===== src/rtl/helix_control_encode.sv =====
// HELIX control-link initiator: encodes register requests into 64-bit control
// packets and, for reads, waits (with timeout) for the matching status packet.
module helix_control_encode #(
  parameter int unsigned TIMEOUT_CYCLES = 1024
) (
  input  logic        aclk,
  input  logic        areset,
  input  logic        req_valid_i,
  output logic        req_ready_o,
  input  logic [1:0]  req_type_i,
  input  logic [3:0]  req_lane_i,
  input  logic [1:0]  req_base_i,
  input  logic [15:0] req_adr_i,
  input  logic [15:0] req_dat_i,
  output logic        rsp_valid_o,
  output logic [15:0] rsp_dat_o,
  output logic        rsp_err_o,
  output logic [7:0]  drop_cnt_o,
  output logic [63:0] m_axis_tdata,
  output logic        m_axis_tvalid,
  input  logic        m_axis_tready,
  output logic [7:0]  m_axis_tkeep,
  output logic [3:0]  m_axis_tuser,
  output logic        m_axis_tlast,
  input  logic [63:0] s_axis_tdata,
  input  logic        s_axis_tvalid,
  output logic        s_axis_tready,
  input  logic [7:0]  s_axis_tkeep,
  input  logic        s_axis_tlast
);

  localparam logic [15:0] TX_HDR   = 16'hC751;
  localparam logic [15:0] RX_HDR   = 16'h57A7;
  localparam logic [1:0]  TYPE_RD  = 2'b10;
  localparam logic [15:0] TMO_LAST = 16'(TIMEOUT_CYCLES - 1);

  typedef enum logic [1:0] {IDLE, SEND, WAIT_RSP, DONE} state_t;

  state_t      state;
  logic [1:0]  lat_type;
  logic [3:0]  lat_lane;
  logic [1:0]  lat_base;
  logic [15:0] lat_adr;
  logic [15:0] tmo_cnt;

  logic [21:0] req_a22;
  logic [15:0] req_d;
  logic [63:0] tx_pkt;
  logic        rx_beat;
  logic        rx_match;

  // WRITE (01) and UPDATE (11) carry data; READ and NOP send a zero data field
  assign req_a22 = {req_lane_i, req_base_i, req_adr_i};
  assign req_d   = req_type_i[0] ? req_dat_i : 16'h0000;
  assign tx_pkt  = {req_d[11:0], 4'h8, req_a22[11:0], req_d[15:12],
                    4'hF, req_type_i, req_a22[21:12], TX_HDR};

  assign rx_beat  = s_axis_tvalid & s_axis_tready;
  assign rx_match = rx_beat
                  && (s_axis_tdata[15:0] == RX_HDR)
                  && (s_axis_tkeep == 8'hFF) && s_axis_tlast
                  && (s_axis_tdata[31:28] == 4'hF) && (s_axis_tdata[51:48] == 4'h8)
                  && (s_axis_tdata[27:26] == TYPE_RD)
                  && (s_axis_tdata[25:22] == lat_lane)
                  && (s_axis_tdata[21:20] == lat_base)
                  && ({s_axis_tdata[19:16], s_axis_tdata[47:36]} == lat_adr);

  assign m_axis_tkeep = 8'hFF;
  assign m_axis_tuser = 4'h0;
  assign m_axis_tlast = 1'b1;

  always_ff @(posedge aclk or posedge areset) begin
    if (areset) begin
      state         <= IDLE;
      lat_type      <= 2'b00;
      lat_lane      <= 4'h0;
      lat_base      <= 2'b00;
      lat_adr       <= 16'h0000;
      tmo_cnt       <= 16'h0000;
      req_ready_o   <= 1'b0;
      rsp_valid_o   <= 1'b0;
      rsp_dat_o     <= 16'h0000;
      rsp_err_o     <= 1'b0;
      drop_cnt_o    <= 8'h00;
      m_axis_tdata  <= 64'h0;
      m_axis_tvalid <= 1'b0;
      s_axis_tready <= 1'b0;
    end else begin
      s_axis_tready <= 1'b1;
      rsp_valid_o   <= 1'b0;

      // every accepted inbound beat that is not the awaited response is discarded
      if (rx_beat && !((state == WAIT_RSP) && rx_match) && (drop_cnt_o != 8'hFF))
        drop_cnt_o <= drop_cnt_o + 8'd1;

      case (state)
        IDLE: begin
          if (req_ready_o && req_valid_i) begin
            lat_type      <= req_type_i;
            lat_lane      <= req_lane_i;
            lat_base      <= req_base_i;
            lat_adr       <= req_adr_i;
            m_axis_tdata  <= tx_pkt;
            m_axis_tvalid <= 1'b1;
            req_ready_o   <= 1'b0;
            state         <= SEND;
          end else begin
            req_ready_o <= 1'b1;
          end
        end
        SEND: begin
          if (m_axis_tready) begin
            m_axis_tvalid <= 1'b0;
            if (lat_type == TYPE_RD) begin
              tmo_cnt <= 16'h0000;
              state   <= WAIT_RSP;
            end else begin
              rsp_valid_o <= 1'b1;
              rsp_dat_o   <= 16'h0000;
              rsp_err_o   <= 1'b0;
              state       <= DONE;
            end
          end
        end
        WAIT_RSP: begin
          if (rx_match) begin
            rsp_valid_o <= 1'b1;
            rsp_dat_o   <= {s_axis_tdata[35:32], s_axis_tdata[63:52]};
            rsp_err_o   <= 1'b0;
            state       <= DONE;
          end else if (tmo_cnt == TMO_LAST) begin
            rsp_valid_o <= 1'b1;
            rsp_dat_o   <= 16'hFFFF;
            rsp_err_o   <= 1'b1;
            state       <= DONE;
          end else begin
            tmo_cnt <= tmo_cnt + 16'd1;
          end
        end
        DONE: begin
          req_ready_o <= 1'b1;
          state       <= IDLE;
        end
        default: state <= IDLE;
      endcase
    end
  end

endmodule


===== config.mk =====
export PLATFORM = sky130hd
export DESIGN_NAME = helix_control_encode
export DESIGN_NICKNAME = d
export VERILOG_FILES = /design/src/rtl/helix_control_encode.sv
export SDC_FILE = /design/constraint.sdc
export NUM_CORES = 1
export LEC_CHECK = 0
export BUFFER_PORTS_ARGS = -buffer_cell sky130_fd_sc_hd__clkbuf_2
export CORE_MARGIN = 1.5
export CORE_UTILIZATION = 47
export DETAILED_ROUTE_END_ITERATION = 12
export PLACE_DENSITY = 0.81
export SYNTH_ARGS = -nofsm -noshare
export SYNTH_HDL_FRONTEND = slang
export SYNTH_SLANG_ARGS = --single-unit
export TNS_END_PERCENT = 100

===== constraint.sdc =====
create_clock -name aclk -period 3.33 [get_ports aclk]
set_input_delay 0.1665 -clock aclk [delete_from_list [all_inputs] [get_ports aclk]]
set_output_delay 0.1665 -clock aclk [all_outputs]
set_load 0.02 [all_outputs]

After elaboration in Yosys (flattened, before gate mapping)
Index checks and enable logic that the tools add are counted.
Cells by class
  add/sub/neg operators: 2
  eq/ne operators: 21
  multiplexer cells: 32
  bitwise logic cells: 1
  reductions and logical operators: 23
Operators with widths (number)
  2-to-1 mux 16 bit: 9
  one-hot mux 16 bit (2 select lines): 2
  adder 16 x 1 -> 16 bit, second input constant: 1
  equality test 16 x 10 -> 1 bit, second input constant: 1
  equality test 16 x 15 -> 1 bit, second input constant: 1
  equality test 16 bit: 1
  logical AND 1 bit: 13
  2-to-1 mux 1 bit: 12
  != test 2 bit, second input constant: 6
  adder 8 x 1 -> 8 bit, second input constant: 1
  equality test 2 bit, second input constant: 4
  equality test 4 bit, second input constant: 2
  equality test 8 bit, second input constant: 1
  2-to-1 mux 2 bit: 4
  != test 8 bit, second input constant: 1
  one-hot mux 1 bit (2 select lines): 4
  one-hot mux 2 bit (4 select lines): 1
  AND reduction 3 bit: 2
  nonzero test 2 bit: 3
  AND reduction 5 bit: 1
  equality test 4 bit: 1
  AND reduction 4 bit: 1
  != test 3 x 2 -> 1 bit, second input constant: 1
  equality test 2 x 1 -> 1 bit, second input constant: 1
  other kinds (5): 5
Storage, ports and cells
  flip-flop bits (word level): 124
  input bits: 118
  output and inout port bits: 106
  logic and storage cells: 93

Logic depth before layout (Yosys ltp)
Gate-level depths: netlist of run 1.
  depth in word-level cells: 14
  depth in mapped cells: 10
  mapped depth without buffers: 8

Worst setup path after synthesis of run 1
Ideal clock, no wire load.
  kind: flip-flop to flip-flop
  start point: reg lat_adr[9]
  end point: reg drop_cnt_o[1]
  setup time: 0.128 ns
  arrival: 2.007 ns
  slack: 1.195 ns
  cell stages (with the launch flop): 8
  period minus slack after synthesis: 2.135 ns
  cell sequence: dfrtp_1 -> xor2_1 -> nor4_1 -> nand4_1 -> or3_1 -> buf_6 -> o21ai_2 -> mux2_1
Between the ends
  word-level cells in the longest chain between the ends: 6
Ends and longest elaborated chain
  start, declared: RTL line 43  | logic [15:0] lat_adr;
  start signal, assigned: RTL line 102  | lat_adr <= req_adr_i;
  equality test 16 bit: RTL line 66  | && ({s_axis_tdata[19:16], s_axis_tdata[47:36]} == lat_adr);
  logical AND 1 bit: RTL line 66
  logical AND 1 bit: RTL line 93  | if (rx_beat && !((state == WAIT_RSP) && rx_match) && (drop_cnt_o != 8'hFF))
  logical NOT 1 bit: RTL line 93
  logical AND 1 bit (2 in series): RTL line 93
  end signal, assigned: RTL line 94  | drop_cnt_o <= drop_cnt_o + 8'd1;
  end, declared: RTL line 18  | output logic [7:0] drop_cnt_o,
Every way passes these cells.
A chain may end at the register's enable or synchronous reset.

Final worst setup path of run 1
  start point: reg lat_adr[1]
  end point: reg rsp_dat_o[8]
Between the ends
  word-level cells in the longest chain between the ends: 4
Ends and longest elaborated chain
  equality test 16 bit (*): RTL line 66
  logical AND 1 bit (*): RTL line 66
  != test 3 x 2 -> 1 bit (no source line) / 2-to-1 mux 16 bit (equally long branches)
  AND reduction 4 bit (no source line) / one-hot mux 16 bit (2 select lines) (equally long branches)
  end signal, assigned: RTL line 128  | rsp_dat_o <= {s_axis_tdata[35:32], s_axis_tdata[63:52]};
  end, declared: RTL line 16  | output logic [15:0] rsp_dat_o,
Mark *: on every way between the ends. The rest lies on a longest branch, timed or not.

==> impl_results.md, run 1 <==
- Slew Limit Fails: 0
- Met2 Track Usage GR: 38.9%
- Drt drc: 0
- Yosys warnings: 0
- Vias per inst: 5.23
- CP endpoint kind: flop
- Synth async-reset ratio: 100%
- Beginning of the worst hold path: req_dat_i[4]
- Vias post-DR: 4,039
- Clock buffer depth: 2
- GRT Max-Usage Layer: met2
- Primary FF master, synth: dfrtp_1
- I/O pin cnt: 224
- R2r startpoint: lat_adr[1]$_DFFE_PP0P_
- Worst EP required: 3600 ps
- Pwr dens: 761 nW/um^2
- Starting density of the core: 48.3%
- Peak Freq: 0.392 GHz
- Total GRT Usage: 22.9%
- Synth Area per Inst: 10.4 um^2
- Post-route ant nets: 0
- Number of buffers created by CTS: 9
- Tcrit/Tclk final: 76.7%
- Die ar.: 10,600 um^2
- Leakage: 3.02 nW
- #FFs+latches synth: 88
- Critical path peak fanout: 16
- RSZ-0062 raised after global routing: no
- DR pass1 iterations: 4
- Setup TNS Final: 0 ps
- FF-to-FF End: rsp_dat_o[8]$_DFFE_PP0P_
- WS Path Type: flop to flop
- Max VDD drop: 0.000509 V
- Initial antenna violation count: 0
- Root Buffer: clkbuf_8
- Status: complete, no violations
- Clk sinks: 88
- # rows: 36
- Total wire length: 11,800 um
- Die Y-Extent: 103 um
- Vias in the first global route: 3,866
- Grt total ovfl: 0
- Syn Inst Count: 453
- Sequential area share after synthesis: 46.7%
- Arr. time, crit path: 2830 ps
- Hold depth: 3
- Clock Skews: 10.4 ps
- Relative slew slack: 44.3%
- DP Worst Slack: 787 ps
- Area growth syn-to-layout: 24.3%
- 1st-iter DRT viols: 95
- R2R depth: 6
- Clock Pin Slew Worst Setup and Hold Paths: 90 ps
- Antenna Cells: 0
- RePlAce Congestion: 0.893
- CTS tree: yes
- Fin crit period: 2550 ps
- FILL cells: 852
- DP Wirelength: 8880 um
- Flop2flop setup slack: 780 ps
- Max-Cap Viols: 0
- Share of layout cells above drive strength 1: 41.6%
- Routed length per instance: 15.3 um
- Yosys cell types: 58
- Hold worst-path end: m_axis_tdata[56]$_DFFE_PP0P_
- Clk_lat worst skew: 350 ps
- Final net count: 758
- Final Hold Fails: 0
- Post-synth EDFFs: 0
- Synthesized area: 4720 um^2
- Setup WS post-layout: 778 ps
- First-pass GRT wire length: 18,700 um
- H-tree levels: 3
- Startpoint Class: flop
- Die Width: 103 um
- Hold Path Class: input pin to flop
- Met1 Use GR: 27.6%
- Core area: 9770 um^2
- Setup-failing EPs final: 0
- Largest net degree at the start of global routing: 50
- Met3 GRT Util: 7.39%
- Slew @ Worst Pin: 834 ps
- Port Buffer Count: 199
==> cell type report <==
class | instances | area, um^2 | area share (%)
Multi-Input combinational cell | 317 | 2170 | 37.1
Clock inverter | 4 | 76.3 | 1.30
Sequential cell | 88 | 2200 | 37.6
Clock buffer | 12 | 145 | 2.48
Tap cell | 133 | 166 | 2.84
Timing Repair Buffer | 206 | 1050 | 17.9
Inverter | 12 | 46.3 | 0.790
==> kinds of logic after synthesis <==
family | synth area share [%]
AOI/OAI and AO/OA | 14.9
xor gates and xnor gates | 5.38
adders and majority gates | 1.59
buffers and inverters | 9.15
DFF | 46.7
muxes | 6.42
other | 0.159
and+or+nand+nor | 15.7
==> metal layers <==
metal | share of wire [%] | wire [um] | vias to the layer above
met5 | 0 | 0 | -
met4 | 1.5 | 176 | 0
met3 | 7.9 | 925 | 13
met2 | 50 | 5850 | 186
met1 | 41 | 4830 | 1926
li1 | - | - | 1914
==> state kept, by name, indices dropped and copies added (netlist names), 2 cells and up <==
signal	count
rsp_dat_o	16
tmo_cnt	16
lat_adr	15
m_axis_tdata	21
state	2
lat_lane	3
drop_cnt_o	8
==> layout by cell type (no fill, tap or decap), types with 3 or more instances in the layout <==
cell type,instances
and3_1,6
conb_1,25
nand2_1,58
o21ai_1,19
clkbuf_2,199
xor2_1,22
a21oi_1,7
or4_1,3
xnor2_1,7
nor2_1,10
inv_1,10
a31o_1,4
nand3_1,12
o211ai_2,3
mux2_2,24
nor4_1,10
a2bb2oi_1,6
or4b_1,3
buf_4,6
nand2b_1,3
dfrtp_1,88
o21a_1,3
o211ai_1,7
a2bb2oi_2,10
and2_1,3
o21ai_0,17
ha_1,6
clkbuf_8,10
nand4_1,11
==> worst max-delay path, cell delays in order, from the launching register on <==
cell	delay, ps
dfrtp_1	430
xor2_1	180
nor4_1	410
nand4_1	210
o31ai_2	330
and2_1	700
a2bb2oi_1	220
==> metrics by stage <==
step | hold WS, ps | power [mW] | instances | area (um^2) | utilization [%]
after detailed placement | 335 | 3.65 | 755 | 5630 | 57.6
after global placement | 324 | 3.57 | 755 | 5630 | 57.6
after CTS | 10.8 | 4.50 | 772 | 5860 | 60.0
after global routing | 7.76 | 4.78 | 772 | 5860 | 60.0
final | 31.1 | 4.46 | 772 | 5860 | 60.0
after floorplan | 311 | 3.01 | 476 | 4800 | -
==> what timing repair did <==
action                    4_1_cts  5_1_grt
hold buffers                    1        0
hold endpoints to repair       48        0
setup buffers                   0        0
gates resized for setup         0        0
==> report_power, final <==
group	internal, mW	switching [mW]
combinational	0.719	1.20
clock	0.447	0.382
sequential	1.41	0.310
total	2.57	1.89
==> Yosys cell counts, types with 6 or more instances <==
cell	number	area, um^2
dfrtp_1	88	2200
nand2_1	58	218
buf_4	36	270
mux2_2	24	270
xor2_1	22	193
o21ai_1	19	95.1
o21ai_0	17	85.1
nand3_1	13	65.1
clkbuf_1	12	45.0
inv_1	11	41.3
nand4_1	11	68.8
a2bb2oi_2	10	150
nor2_1	10	37.5
nor4_1	10	62.6
a21oi_1	7	35.0
o211ai_1	7	52.6
xnor2_1	7	61.3
a2bb2oi_1	6	52.6
and3_1	6	37.5
buf_2	6	30.0
ha_1	6	75.1
==> worst max path at each step <==
stage / start / to / slack, ps / cells past startpoint
after floorplan: areset / drop_cnt_o[0]$_DFFE_PP0P_ / 880 / 1
after global placement: lat_adr[1]$_DFFE_PP0P_ / rsp_dat_o[5]$_DFFE_PP0P_ / 870 / 6
after detailed placement: lat_adr[1]$_DFFE_PP0P_ / rsp_dat_o[8]$_DFFE_PP0P_ / 790 / 6
after CTS: lat_adr[1]$_DFFE_PP0P_ / rsp_dat_o[9]$_DFFE_PP0P_ / 770 / 6
after global routing: lat_adr[1]$_DFFE_PP0P_ / rsp_dat_o[5]$_DFFE_PP0P_ / 610 / 6
final: lat_adr[1]$_DFFE_PP0P_ / rsp_dat_o[8]$_DFFE_PP0P_ / 780 / 6
Power figures use the tool's default switching activity.
==> run 2, diff against run 1 <==
Clock period 3.33 ns to 2.65 ns, I/O delays scaled along.
==> impl_results.md, run 2 (same netlist as run 1, synthesis figures left out) <==
- Share of layout cells above drive strength 1: 40.1% (-1.5 points)
- CP endpoint kind: flop
- Tcrit/Tclk final: 90.0% (+13 points)
- DP Wirelength: 8920 um (+0.45%)
- Vias post-DR: 4,207 (+4.2%)
- Fin crit period: 2390 ps (-167 ps)
- Top Registers: m_axis_tdata: 21 flops, rsp_dat_o: 16 flops, tmo_cnt: 16 flops
- Grt total ovfl: 0 (unchanged)
- Clock buffer depth: 2 (unchanged)
- Worst EP required: 2930 ps (-670 ps)
- Pwr Total: 5.66 mW (+27%)
- Antenna Cells: 0 (unchanged)
- Final Hold Fails: 0 (unchanged)
- Post-route ant nets: 0 (unchanged)
- Vias per inst: 5.23 (about the same)
- Final net count: 790 (+4.2%)
- Placed cell count: 758 (+0.40%)
- Relative slew slack: 51.9% (+7.5 points)
- Arr. time, crit path: 2670 ps (-160 ps)
- Starting density of the core: 48.3% (unchanged)
- Max-Cap Viols: 0 (unchanged)
- Cts hold-fix bufs: 29 (+28)
- Setup WS post-layout: 265 ps (-513 ps)
- DP Worst Slack: 240 ps (-547 ps)
- Total wire length: 12,700 um (+7.6%)
- Number of flip-flops in the largest register: 21 (unchanged)
- Slew @ Worst Pin: 719 ps (-115 ps)
- WS Path Type: flop to flop
- Clock Pin Slew Worst Setup and Hold Paths: 100 ps (about the same)
- CTS resizes: 0 (unchanged)
- # rows: 36 (unchanged)
- Most frequent cells in the layout: clkbuf_2, dfrtp_1, nand2_1
- Pwr dens: 918 nW/um^2 (+20%)
- I/O pin cnt: 224 (unchanged)
- Initial antenna violation count: 0 (unchanged)
- RePlAce Congestion: 0.856 (-4.2%)
- Commonest non-fill, non-tap cell in the layout: clkbuf_2
- R2R depth: 7 (+1)
- Reg with most FFs: m_axis_tdata
- Largest net degree at the start of global routing: 59 (+18%)
- R2r startpoint: lat_adr[1]$_DFFE_PP0P_
- Hold Path Class: input pin to flop
- Vias in the first global route: 4,159 (+7.6%)
- Setup-failing EPs final: 0 (unchanged)
- Peak Freq: 0.419 GHz (+7.0%)
- Area growth syn-to-layout: 30.7%
- Clock Skews: 14.6 ps (+4.13 ps)
- 1st-iter DRT viols: 138 (+45%)
- Slew Limit Fails: 0 (unchanged)
- Flop2flop setup slack: 260 ps (-510 ps)
- Status: complete, no violations
- Hold worst-path end: lat_adr[10]$_DFFE_PP0P_
- First-pass GRT wire length: 19,800 um (+5.8%)
- Leakage: 3.15 nW (+4.4%)
- Total setup buffers inserted after CTS: 0 (unchanged)
- Die Y-Extent: 103 um (unchanged)
- Beginning of the worst hold path: req_adr_i[10]
- H-tree levels: 3 (unchanged)
- DR pass1 iterations: 4 (unchanged)
- Root Buffer: clkbuf_8
- Setup TNS Final: 0 ps (unchanged)
- Critical path peak fanout: 29 (+13)
- Clk sinks: 88 (unchanged)
- Die Width: 103 um (unchanged)
- Fin cells: 804 (+4.1%)
- CTS tree: yes
- Drt drc: 0 (unchanged)
- Clk_lat worst skew: 360 ps (about the same)
- FF-to-FF End: tmo_cnt[15]$_DFFE_PP0P_
- Die ar.: 10,600 um^2 (unchanged)
- Startpoint Class: flop
- Total GRT Usage: 24.2% (+1.3 points)
- Hold depth: 2 (-1)
- Number of buffers created by CTS: 9 (unchanged)
- RSZ-0062 raised after global routing: no
- Max VDD drop: 0.000618 V (+22%)
- Port Buffer Count: 199 (unchanged)
- Core area: 9770 um^2 (unchanged)
- Routed length per instance: 15.8 um (+3.3%)
==> run 2: cell types whose count changed in the layout (fill, tap and decap cells not counted), sizes merged <==
cell | previous run | this run
inv | 11 | 10
clkinv | 2 | 4
dlygate4sd3 | 1 | 30
buf | 6 | 9
clkbuf | 211 | 210
==> run 2: worst max-delay path: stages, from the launching register on <==
cell and delay, ps:
dfrtp_1 430, xor2_1 190, nor4_1 330, nand4_1 200, or3_1 510, buf_4 300, and3b_1 210, o211ai_1 140
==> run 2: area by class of cell <==
class / instances / area, um^2
Fill cell: 805 / 3610
Sequential cell: 88 / 2200
Multi-Input combinational cell: 317 / 2170
Timing Repair Buffer: 238 / 1360
Tap cell: 133 / 166
Clock buffer: 11 / 131
Clock inverter: 5 / 81.3
Inverter: 12 / 46.3
==> run 2: worst max-delay path by stage <==
stage | depth (start not counted) | start | endpoint | slack, ps
floorplan | 1 | areset | drop_cnt_o[0]$_DFFE_PP0P_ | 240
global placement | 7 | lat_adr[1]$_DFFE_PP0P_ | tmo_cnt[15]$_DFFE_PP0P_ | 270
detailed placement | 7 | lat_adr[1]$_DFFE_PP0P_ | tmo_cnt[15]$_DFFE_PP0P_ | 240
CTS | 7 | lat_adr[1]$_DFFE_PP0P_ | tmo_cnt[15]$_DFFE_PP0P_ | 240
global route | 7 | lat_adr[0]$_DFFE_PP0P_ | tmo_cnt[15]$_DFFE_PP0P_ | 50
finish | 7 | lat_adr[1]$_DFFE_PP0P_ | tmo_cnt[15]$_DFFE_PP0P_ | 260
==> run 2: through the flow <==
stage | util (%) | cell area (um^2) | hold slack, ps
floorplan | - | 4800 | 277
detailed placement | 57.8 | 5650 | 187
global route | 63.1 | 6170 | 1.39
CTS | 63.0 | 6160 | 0.0513
finish | 63.1 | 6170 | 14.8
global placement | 57.8 | 5650 | 177
==> run 2: report_power, final <==
part           internal [mW]  switching [mW]
clock                  0.533           0.497
combinational          0.932            1.52
sequential              1.77           0.406
total                   3.23            2.43
==> run 2: routing by layer <==
layer  GRT usage (%)  vias to the layer above  routed length (um)
li1                -                     1977                   -
met1            28.2                     2017                5080
met2            41.3                      180                6260
met3            6.59                       33                 931
met4            12.1                        0                 413
met5               0                        -                   0
==> run 3, diff against run 2 <==
Settings changed: CELL_PAD_IN_SITES_DETAIL_PLACEMENT from default to 0, CELL_PAD_IN_SITES_GLOBAL_PLACEMENT from default to 1, CORE_UTILIZATION 47 to 34, PLACE_DENSITY 0.81 to default, PLACE_DENSITY_LB_ADDON from default to 0.1, REMOVE_ABC_BUFFERS from default to 1, SKIP_LAST_GASP from default to 1.
==> impl_results.md, run 3 (same netlist as run 1, synthesis figures left out) <==
- Clk_lat worst skew: 350 ps (about the same)
- Flop2flop setup slack: 190 ps (-70 ps)
- Most frequent cells in the layout: clkbuf_2, dfrtp_1, nand2_1
- Arr. time, crit path: 2690 ps (+20 ps)
- Routed length per instance: 14.7 um (-6.9%)
- Port Buffer Count: 199 (unchanged)
- Initial antenna violation count: 0 (unchanged)
- I/O pin cnt: 224 (unchanged)
- Vias in the first global route: 4,093 (-1.6%)
- WS Path Type: flop to flop
- Antenna Cells: 0 (unchanged)
- WHS: 8.44 ps (-6.41 ps)
- Final net count: 783 (-0.89%)
- CTS tree: yes
- Die Width: 121 um (+17%)
- Commonest non-fill, non-tap cell in the layout: clkbuf_2
- Number of flip-flops in the largest register: 21 (unchanged)
- Largest net degree at the start of global routing: 36 (-39%)
- Status: complete, no violations
- DR pass1 iterations: 4 (unchanged)
- Slew @ Worst Pin: 768 ps (+49.6 ps)
- Reg with most FFs: m_axis_tdata
- Max VDD drop: 0.000542 V (-12%)
- Clk sinks: 88 (unchanged)
- Fin util: 46.5% (-17 points)
- Pwr dens: 931 nW/um^2 (+1.5%)
- Post-route ant nets: 0 (unchanged)
- FILL cells: 1,272 (+58%)
- Die Y-Extent: 121 um (+17%)
- Hold Path Class: input pin to flop
- Final Hold Fails: 0 (unchanged)
- RePlAce Congestion: 0.820 (-4.2%)
- Area growth syn-to-layout: 32.0%
- Total setup buffers inserted after CTS: 0 (unchanged)
- Die ar.: 14,600 um^2 (+37%)
- Setup-failing EPs final: 0 (unchanged)
- Leakage: 3.16 nW (+0.36%)
- # rows: 42 (+17%)
- RSZ-0062 raised after global routing: no
- Pwr Total: 5.80 mW (+2.5%)
- Total GRT Usage: 17.7% (-6.5 points)
- Root Buffer: clkbuf_16
- Starting density of the core: 35.2% (-13 points)
- H-tree levels: 3 (unchanged)
- Slew Limit Fails: 0 (unchanged)
- Tcrit/Tclk final: 92.7% (+2.7 points)
- Vias per inst: 4.80 (-8.3%)
- Worst EP required: 2890 ps (-40 ps)
- Vias post-DR: 4,031 (-4.2%)
- Top Registers: m_axis_tdata: 21 flops, rsp_dat_o: 16 flops, tmo_cnt: 16 flops
- Max-Cap Viols: 0 (unchanged)
- Startpoint Class: flop
- Peak Freq: 0.407 GHz (-2.9%)
- Total wire length: 12,300 um (-2.7%)
- Share of layout cells above drive strength 1: 41.6% (+1.5 points)
- Clock Pin Slew Worst Setup and Hold Paths: 70 ps (-30 ps)
- Critical path peak fanout: 11 (-62%)
- Clock Skews: 6.79 ps (-7.77 ps)
- Setup TNS Final: 0 ps (unchanged)
- Core area: 13,400 um^2 (+37%)
- 1st-iter DRT viols: 210 (+52%)
- Clock buffer depth: 2 (unchanged)
- Grt total ovfl: 0 (unchanged)
- Number of buffers created by CTS: 9 (unchanged)
- Drt drc: 0 (unchanged)
- First-pass GRT wire length: 20,300 um (+2.4%)
- Relative slew slack: 48.7% (-3.1 points)
- Fin crit period: 2460 ps (+72.0 ps)
- CP endpoint kind: flop
- DP Wirelength: 9220 um (+3.4%)
-- run 3: changes by cell type in the layout (fill, tap and decap cells not counted) --
cell           delta
buf_12            +2
inv_6             +2
buf_4             +4
clkbuf_1          -1
clkbuf_8          -8
clkbuf_16         +9
dlygate4sd3_1    -13
bufinv_16         -2
-- run 3: routing by layer --
layer  vias up  GRT usage (%)  wire length, um
li1       1964              -                -
met1      1918           21.8             5370
met2       128           28.3             5820
met3        21           6.93              907
met4         0           5.88              236
met5         -              0                0
-- run 3: final timing paths --
kind / start / endpoint / cells after the start
setup / recovery: lat_adr[9]$_DFFE_PP0P_ / drop_cnt_o[1]$_DFFE_PP0P_ / 6
hold / removal: req_adr_i[12] / lat_adr[12]$_DFFE_PP0P_ / 2
setup reg to reg: lat_adr[9]$_DFFE_PP0P_ / drop_cnt_o[1]$_DFFE_PP0P_ / 6
hold reg to reg: m_axis_tdata[55]$_DFFE_PP0P_ / m_axis_tdata[55]$_DFFE_PP0P_ / 2
max in group asynchronous: areset / tmo_cnt[2]$_DFFE_PP0P_ / 4
min in group asynchronous: areset / lat_adr[3]$_DFFE_PP0P_ / 3
-- run 3: stage by stage --
step	cell area (um^2)	setup slack, ps	cells
floorplan	4420	-75.5	417
global placement	5780	240	807
detailed placement	5780	144	807
CTS	6230	122	840
global route	6230	40.2	840
finish	6230	193	840
-- run 3: power by group --
part	internal [mW]	switching [mW]
clock network	0.669	0.567
logic	0.929	1.48
registers	1.77	0.388
-- run 3: cell type report --
class	count	area (um^2)	area share [%]
well taps	176	220	3.54
clock inverters	5	38.8	0.623
flip-flops and latches	88	2200	35.4
multi-input cells	317	2170	34.9
repair buffers	231	1300	20.9
inverters	12	46.3	0.743
clock buffers	11	243	3.90
-- run 3: repair_timing --
| item | 4_1_cts | 5_1_grt |
|---|---|---|
| hold buffers | 17 | 0 |
| gates resized for setup | 0 | 0 |
| hold endpoints to repair | 40 | 0 |
-- run 3: critical path, cell delays in order (launching register included) --
cell and delay (ps):
dfrtp_1 400, xor2_1 170, nor4_1 360, nand4_1 230, or3_1 590, o21ai_2 250
mux2_1 330
